==> src/rtl/seq_alu_pkg.sv <==
// Shared types and helpers for the seq_alu accumulator engine.
// Opcode and FSM state encodings plus the signed-limit helpers used by the saturating build.
package seq_alu_pkg;

  typedef enum logic [3:0] {
    OP_NOP  = 4'd0,
    OP_CLR  = 4'd1,
    OP_ADD  = 4'd2,
    OP_SUB  = 4'd3,
    OP_MUL  = 4'd4,
    OP_DIV  = 4'd5,
    OP_SHL  = 4'd6,
    OP_SHR  = 4'd7,
    OP_SAL  = 4'd8,
    OP_SAR  = 4'd9,
    OP_AND  = 4'd10,
    OP_OR   = 4'd11,
    OP_NOT  = 4'd12,
    OP_XOR  = 4'd13,
    OP_XNOR = 4'd14,
    OP_RSV  = 4'd15
  } op_e;

  typedef enum logic [1:0] {
    IDLE = 2'd0,
    RUN  = 2'd1,
    FIX  = 2'd2
  } state_e;

  localparam int MAX_WIDTH = 64;

  // Two's complement limits for a given data width, zero-extended to MAX_WIDTH.
  function automatic logic [MAX_WIDTH-1:0] signed_max(input int width);
    return (MAX_WIDTH'(1) << (width - 1)) - MAX_WIDTH'(1);
  endfunction

  function automatic logic [MAX_WIDTH-1:0] signed_min(input int width);
    return MAX_WIDTH'(1) << (width - 1);
  endfunction

endpackage

==> src/rtl/seq_muldiv_core.sv <==
// Iterative unsigned engine: shift-add multiply (mode=0) or restoring divide (mode=1),
// one bit per cycle for WIDTH cycles after start. Operands are magnitudes; signs live outside.
module seq_muldiv_core #(
  parameter int WIDTH = 16,
  parameter int CNT_W = $clog2(WIDTH + 1)
) (
  input  logic             clk,
  input  logic             rst,
  input  logic             start,
  input  logic             mode,
  input  logic [WIDTH-1:0] a,
  input  logic [WIDTH-1:0] b,
  output logic             busy,
  output logic             last,
  output logic [WIDTH-1:0] result_hi,
  output logic [WIDTH-1:0] result_lo
);

  logic [CNT_W-1:0] cnt_reg;
  logic             mode_reg;
  logic [WIDTH-1:0] hi_reg;
  logic [WIDTH-1:0] lo_reg;
  logic [WIDTH-1:0] b_reg;

  logic [WIDTH:0]   add_sum;
  logic [WIDTH:0]   div_shift;
  logic [WIDTH:0]   div_diff;

  // hi_reg is the partial product / remainder, lo_reg the multiplier / quotient-in-progress.
  always_comb begin
    add_sum   = {1'b0, hi_reg} + (lo_reg[0] ? {1'b0, b_reg} : '0);
    div_shift = {hi_reg, lo_reg[WIDTH-1]};
    div_diff  = div_shift - {1'b0, b_reg};
  end

  always_ff @(posedge clk) begin
    if (rst) begin
      cnt_reg  <= '0;
      mode_reg <= 1'b0;
      hi_reg   <= '0;
      lo_reg   <= '0;
      b_reg    <= '0;
    end else if (start) begin
      cnt_reg  <= CNT_W'(WIDTH);
      mode_reg <= mode;
      hi_reg   <= '0;
      lo_reg   <= a;
      b_reg    <= b;
    end else if (cnt_reg != '0) begin
      cnt_reg <= cnt_reg - CNT_W'(1);
      if (mode_reg) begin
        // Top bit of the difference is the borrow: clear means the divisor fits.
        if (!div_diff[WIDTH]) begin
          hi_reg <= div_diff[WIDTH-1:0];
          lo_reg <= {lo_reg[WIDTH-2:0], 1'b1};
        end else begin
          hi_reg <= div_shift[WIDTH-1:0];
          lo_reg <= {lo_reg[WIDTH-2:0], 1'b0};
        end
      end else begin
        {hi_reg, lo_reg} <= {add_sum, lo_reg[WIDTH-1:1]};
      end
    end
  end

  assign busy      = (cnt_reg != '0);
  assign last      = (cnt_reg == CNT_W'(1));
  assign result_hi = hi_reg;
  assign result_lo = lo_reg;

endmodule

==> src/rtl/seq_alu.sv <==
// Accumulator ALU with valid/ready opcode issue and a signed iterative MUL/DIV engine.
// Build option SEQ_ALU_SATURATE_EN: ADD/SUB saturate to the signed limits instead of wrapping.
module seq_alu
  import seq_alu_pkg::*;
#(
  parameter int WIDTH = 16,
  parameter int CNT_W = $clog2(WIDTH + 1)
) (
  input  logic             clk,
  input  logic             rst,
  input  logic [WIDTH-1:0] br_in,
  input  logic             br_load,
  input  logic             op_valid,
  input  logic [3:0]       op_code,
  output logic             op_ready,
  output logic             done,
  output logic             div_by_zero,
  output logic             flag,
  output logic [WIDTH-1:0] high_output,
  output logic [WIDTH-1:0] low_output
);

  state_e           state_reg, state_next;
  logic [WIDTH-1:0] acc_reg, acc_next;
  logic [WIDTH-1:0] hi_reg, hi_next;
  logic [WIDTH-1:0] br_reg, br_next;
  logic             dbz_reg, dbz_next;
  logic             done_reg, done_next;
  logic             mul_reg, mul_next;
  logic             neg_q_reg, neg_q_next;
  logic             neg_r_reg, neg_r_next;

  op_e              op;
  logic             accept;
  logic [WIDTH-1:0] acc_mag, br_mag;
  logic [WIDTH-1:0] sum_wrap, diff_wrap;
  logic [WIDTH-1:0] add_res, sub_res;

  logic             core_start, core_mode;
  logic             core_busy, core_last;
  logic [WIDTH-1:0] core_hi, core_lo;
  logic [2*WIDTH-1:0] prod_mag, prod_fix;
  logic [WIDTH-1:0] quo_fix, rem_fix;

  assign op       = op_e'(op_code);
  assign op_ready = (state_reg == IDLE) && !core_busy;
  assign accept   = op_valid && op_ready;

  assign acc_mag   = acc_reg[WIDTH-1] ? -acc_reg : acc_reg;
  assign br_mag    = br_reg[WIDTH-1]  ? -br_reg  : br_reg;
  assign sum_wrap  = acc_reg + br_reg;
  assign diff_wrap = acc_reg - br_reg;

`ifdef SEQ_ALU_SATURATE_EN
  localparam logic [WIDTH-1:0] SIGNED_MAX = WIDTH'(signed_max(WIDTH));
  localparam logic [WIDTH-1:0] SIGNED_MIN = WIDTH'(signed_min(WIDTH));

  logic             add_ovf, sub_ovf;
  logic [WIDTH-1:0] sat_val;

  // Overflow can only push the result away from the accumulator's own sign.
  assign add_ovf = (acc_reg[WIDTH-1] == br_reg[WIDTH-1]) && (sum_wrap[WIDTH-1]  != acc_reg[WIDTH-1]);
  assign sub_ovf = (acc_reg[WIDTH-1] != br_reg[WIDTH-1]) && (diff_wrap[WIDTH-1] != acc_reg[WIDTH-1]);
  assign sat_val = acc_reg[WIDTH-1] ? SIGNED_MIN : SIGNED_MAX;
  assign add_res = add_ovf ? sat_val : sum_wrap;
  assign sub_res = sub_ovf ? sat_val : diff_wrap;
`else
  assign add_res = sum_wrap;
  assign sub_res = diff_wrap;
`endif

  seq_muldiv_core #(
    .WIDTH (WIDTH),
    .CNT_W (CNT_W)
  ) u_core (
    .clk       (clk),
    .rst       (rst),
    .start     (core_start),
    .mode      (core_mode),
    .a         (acc_mag),
    .b         (br_mag),
    .busy      (core_busy),
    .last      (core_last),
    .result_hi (core_hi),
    .result_lo (core_lo)
  );

  // Sign restoration applied in FIX; remainder takes the dividend's sign.
  assign prod_mag = {core_hi, core_lo};
  assign prod_fix = neg_q_reg ? -prod_mag : prod_mag;
  assign quo_fix  = neg_q_reg ? -core_lo : core_lo;
  assign rem_fix  = neg_r_reg ? -core_hi : core_hi;

  always_comb begin
    state_next = state_reg;
    acc_next   = acc_reg;
    hi_next    = hi_reg;
    br_next    = br_reg;
    dbz_next   = dbz_reg;
    done_next  = 1'b0;
    mul_next   = mul_reg;
    neg_q_next = neg_q_reg;
    neg_r_next = neg_r_reg;
    core_start = 1'b0;
    core_mode  = 1'b0;

    if (br_load) br_next = br_in;

    case (state_reg)
      IDLE: begin
        if (accept) begin
          dbz_next  = 1'b0;
          done_next = 1'b1;
          case (op)
            OP_CLR:  acc_next = '0;
            OP_ADD:  acc_next = add_res;
            OP_SUB:  acc_next = sub_res;
            OP_MUL: begin
              core_start = 1'b1;
              done_next  = 1'b0;
              mul_next   = 1'b1;
              neg_q_next = acc_reg[WIDTH-1] ^ br_reg[WIDTH-1];
              state_next = RUN;
            end
            OP_DIV: begin
              if (br_reg == '0) begin
                acc_next = '1;
                hi_next  = acc_reg;
                dbz_next = 1'b1;
              end else begin
                core_start = 1'b1;
                core_mode  = 1'b1;
                done_next  = 1'b0;
                mul_next   = 1'b0;
                neg_q_next = acc_reg[WIDTH-1] ^ br_reg[WIDTH-1];
                neg_r_next = acc_reg[WIDTH-1];
                state_next = RUN;
              end
            end
            OP_SHL, OP_SAL: acc_next = {acc_reg[WIDTH-2:0], 1'b0};
            OP_SHR:  acc_next = {1'b0, acc_reg[WIDTH-1:1]};
            OP_SAR:  acc_next = {acc_reg[WIDTH-1], acc_reg[WIDTH-1:1]};
            OP_AND:  acc_next = acc_reg & br_reg;
            OP_OR:   acc_next = acc_reg | br_reg;
            OP_NOT:  acc_next = ~acc_reg;
            OP_XOR:  acc_next = acc_reg ^ br_reg;
            OP_XNOR: acc_next = ~(acc_reg ^ br_reg);
            default: acc_next = acc_reg;
          endcase
        end
      end
      RUN: begin
        if (core_last) state_next = FIX;
      end
      FIX: begin
        state_next = IDLE;
        done_next  = 1'b1;
        if (mul_reg) begin
          {hi_next, acc_next} = prod_fix;
        end else begin
          acc_next = quo_fix;
          hi_next  = rem_fix;
        end
      end
      default: state_next = IDLE;
    endcase
  end

  always_ff @(posedge clk) begin
    if (rst) begin
      state_reg <= IDLE;
      acc_reg   <= '0;
      hi_reg    <= '0;
      br_reg    <= '0;
      dbz_reg   <= 1'b0;
      done_reg  <= 1'b0;
      mul_reg   <= 1'b0;
      neg_q_reg <= 1'b0;
      neg_r_reg <= 1'b0;
    end else begin
      state_reg <= state_next;
      acc_reg   <= acc_next;
      hi_reg    <= hi_next;
      br_reg    <= br_next;
      dbz_reg   <= dbz_next;
      done_reg  <= done_next;
      mul_reg   <= mul_next;
      neg_q_reg <= neg_q_next;
      neg_r_reg <= neg_r_next;
    end
  end

  assign done        = done_reg;
  assign div_by_zero = dbz_reg;
  assign flag        = acc_reg[WIDTH-1];
  assign high_output = hi_reg;
  assign low_output  = acc_reg;

endmodule

==> config.mk <==
export PLATFORM = sky130hd
export DESIGN_NAME = seq_alu
export DESIGN_NICKNAME = d
export VERILOG_FILES = /design/src/rtl/seq_alu_pkg.sv /design/src/rtl/seq_muldiv_core.sv /design/src/rtl/seq_alu.sv
export SDC_FILE = /design/constraint.sdc
export NUM_CORES = 1
export LEC_CHECK = 0
export BUFFER_PORTS_ARGS = -buffer_cell sky130_fd_sc_hd__buf_2
export CAP_MARGIN = 20
export CORE_MARGIN = 2
export CORE_UTILIZATION = 50
export DETAILED_ROUTE_END_ITERATION = 10
export PLACE_DENSITY = 0.72
export SETUP_SLACK_MARGIN = 0.4
export SYNTH_ARGS = -nofsm -noshare
export SYNTH_HDL_FRONTEND = slang
export SYNTH_SLANG_ARGS = --single-unit
==> constraint.sdc <==
create_clock -name clk -period 5.69 [get_ports clk]
set_clock_uncertainty 0.15 [all_clocks]
set_input_delay 1.138 -clock clk [delete_from_list [all_inputs] [get_ports clk]]
set_output_delay 1.138 -clock clk [all_outputs]
set_load 0.02 [all_outputs]
==> run summary <==
Hold Path Class - reg2reg
root buffer cell - clkbuf_16
setup TNS - 0 ns
sw frac - 50.6%
initial antenna violation count - 1
row count - 52
sw power - 0.00263 W
critical-path cell list - nor3_1 > nand4_1 > nor3_1 > nor2_1 > xnor2_1 > ha_1 > nand2_1 > nor2_1 > o21ai_0 > and4b_1 > or3b_2 > a31oi_1 > o221a_2 > nor3_1
CTS-repair resized insts - 0
Seq pwr share - 25.0%
RSZ-0062 raised after global routing - no
largest net degree at the start of global routing - 58
CP max FO - 6
critical path class - reg2reg
critical path's largest stage delay - 0.61 ns
die area - 21600 sq um
DRT Wirelength - 34.4 mm
diode count - 0
input/output buffers - 59
Wirelength per Cell - 20.7 microns
Hold Crit Start - u_core.b_reg[15]$_SDFFE_PP0P_
Max Cap Violations - 0
Vias - 10600
number of H-tree levels - 3
LEAKAGE - 4.31 nW
RR Startpoint - br_reg[0]$_SDFFE_PP0P_
Worst Hold Path EP - u_core.b_reg[15]$_SDFFE_PP0P_
Post-synth ARST share - 0%
status - finished, final reports clean
Worst-Margin Slew - 1.02 ns
Nets - 1496
TritonCTS Buffers - 9
clock slew at reported path FFs - 0.09 ns
final HPWL from detailed placement - 25.6 mm
area grow syn2layout - 7.12%
# DRC - 0
Total GRT Usage - 31.4%
Initial DRC Count - 1273
CTS Buffer Depth - 2
syn_area_per_cell - 7.40 sq um
max_slew headroom - 31.9%
critical path's most frequent cell - nor3_1
Final Hold Fails - 0
Synth Warn # - 0
mapped cell area - 10200 sq um
grt ovf - 0
core area - 20200 sq um
clk_lat worst skew - 0.38 ns
Via density - 6.41
VDD IR-drop max - 232 uV
fin crit period - 4.34 ns
utilization after layout - 54.3%
Synth Register Bits - 109
RePlAce Congestion - 1.00
fmax - 230 MHz
ratio of cells with drive above 1 in the final layout - 9.08%
first-pass GRT wire length - 54.5 mm
Int Power - 0.00257 W
Worst Setup End Kind - register
hold buffers post-CTS - 0
Worst Path Buf+Inv - 0
ys flop type - dfxtp_1
Hold Path Stages - 2
clock network power share - 12.4%
CP delay by family, top - simple AND/OR/NAND/NOR gates
I/O pins - 60
distinct cell type count after synthesis - 76
RR Endpoint - low_output[12]$_SDFFE_PP0P_
WP data required - 5.78 ns
crit start category - register
Post-Syn Instances - 1382
endpoints failing setup - 0
final worst-path cycle share - 76.3%
Crit path arrival time - 4.43 ns
r2r setup slk - 1.35 ns
cell count of the worst reg-to-reg path - 14
number of flops mapped to enable cells by yosys - 0
Sink Count - 109
Seq/Total Area, Yosys - 21.3%
number of global-route vias before repair - 9912
pwr/cell area - 475 nW/um^2
CTS tree - done
starting density of the core - 50.7%
Routed Antenna Nets - 0
proportion of power drawn by combinational gates - 62.6%
Detailed Routing Iterations Pass 1 - 6
chip height - 147 microns
CP max-delay cell - nor3_1
Mapped Nets - 1496
Max Slew Vio Count - 0
Setup Buffers After CTS - 0
die span in x - 147 microns
cells in the final DEF (no fill, tap or decap), types with 8 or more instances in the layout:
cell type	instances
buf_4	20
buf_2	58
a31oi_1	17
clkbuf_16	9
dfxtp_1	108
nor2_1	190
xnor2_1	69
mux2_2	8
o211ai_1	11
nand2b_1	17
ha_1	87
nor4_1	10
a21oi_1	106
or3_1	15
a2111oi_0	8
o21a_1	13
o31ai_1	15
o21ai_0	78
nor2b_1	13
nor3_1	32
o221ai_1	14
nand2_1	101
mux2i_1	49
a21o_1	8
a22oi_1	12
xor2_1	24
nand3_1	30
a211oi_1	51
inv_1	69
a221oi_1	15
cells in the mapped netlist, types with 6 or more instances:
library cell,number,area share (%)
nor2_1,191,7.0
dfxtp_1,109,21
a21oi_1,107,5.2
nand2_1,101,3.7
ha_1,87,11
o21ai_0,78,3.8
clkbuf_1,74,2.7
inv_1,69,2.5
xnor2_1,69,5.9
a211oi_1,51,3.7
mux2i_1,49,4.8
nor3_1,32,1.6
nand3_1,30,1.5
xor2_1,24,2.1
a31oi_1,17,1.0
nand2b_1,17,1.0
a221oi_1,15,1.3
o31ai_1,15,1.1
or3_1,15,0.92
o221ai_1,14,1.2
nor2b_1,13,0.80
o21a_1,13,0.95
a22oi_1,12,0.88
o211ai_1,11,0.81
nor4_1,10,0.61
buf_1,9,0.33
a2111oi_0,8,0.69
a21o_1,8,0.59
mux2_2,8,0.88
o21bai_1,7,0.51
o221a_2,7,0.77
o22ai_1,7,0.43
and2_1,6,0.37
o31a_1,6,0.51
o41ai_1,6,0.51
or2_2,6,0.37
or4_1,6,0.44
power by group through the flow:
| stage | Clock (W) | Sequential, W | Combinational [W] |
|---|---|---|---|
| after global placement | 0 | 0.00130 | 0.00313 |
| after CTS | 0.000652 | 0.00129 | 0.00320 |
| final | 0.000647 | 0.00130 | 0.00326 |
| after floorplan | 0 | 0.00115 | 0.00254 |
| after detailed placement | 0 | 0.00130 | 0.00317 |
| after global routing | 0.000682 | 0.00132 | 0.00360 |
final cells by class:
type | count | area, sq um
Fill cell | 1995 | 9210
Inverter | 71 | 267
Timing Repair Buffer | 78 | 440
Clock inverter | 6 | 55.1
Tap cell | 270 | 338
Sequential cell | 109 | 2180
Clock buffer | 10 | 229
Multi-Input combinational cell | 1113 | 7440
layer usage:
metal  part of all wire [%]  up-vias  global-route usage [%]
met5                      0        -                       0
met4                    3.8        0                    12.4
met3                    8.6       98                    4.75
met2                     45      545                    51.2
met1                     42     4966                    42.0
li1                       -     5007                       -
worst max path at each step:
stage | start | endpoint | slack [ns] | cells past startpoint
after global routing | op_code[3] | low_output[15]$_SDFFE_PP0P_ | 1.15 | 17
after CTS | br_reg[1]$_SDFFE_PP0P_ | low_output[15]$_SDFFE_PP0P_ | 1.46 | 16
after detailed placement | op_code[3] | low_output[15]$_SDFFE_PP0P_ | 1.14 | 17
after floorplan | op_code[0] | low_output[12]$_SDFFE_PP0P_ | 1.20 | 14
final | br_reg[0]$_SDFFE_PP0P_ | low_output[12]$_SDFFE_PP0P_ | 1.35 | 14
after global placement | op_code[3] | low_output[15]$_SDFFE_PP0P_ | 1.16 | 17
through the flow:
step / instance area (sq um) / power [W] / hold WS [ns] / setup slack (ns) / cells
global route: 11000 / 0.00561 / 0.344 / 1.15 / 1657
detailed placement: 10700 / 0.00447 / 0.308 / 1.14 / 1641
CTS: 11000 / 0.00514 / 0.320 / 1.46 / 1657
finish: 11000 / 0.00521 / 0.316 / 1.35 / 1657
floorplan: 10200 / 0.00369 / 0.286 / 1.20 / 1382
global placement: 10700 / 0.00443 / 0.302 / 1.16 / 1641
worst reg2reg max path: stages, from the launching register on:
cell and delay, ns:
dfxtp_1 0.37, nor3_1 0.55, nand4_1 0.43, nor3_1 0.61
nor2_1 0.11, xnor2_1 0.16, ha_1 0.36, nand2_1 0.09
nor2_1 0.11, o21ai_0 0.16, and4b_1 0.24, or3b_2 0.47
a31oi_1 0.17, o221a_2 0.20, nor3_1 0.04
cell families after synthesis:
group           count (synthesis)  share of synthesized area (%)
simple gates                  459                           20.9
compound gates                414                           26.9
buf+inv                       160                           6.02
flops                         109                           21.3
xor+xnor                       93                           7.96
fa+ha+maj                      90                           11.2
mux                            57                           5.68
No activity file was read; power rests on OpenSTA's default activity.
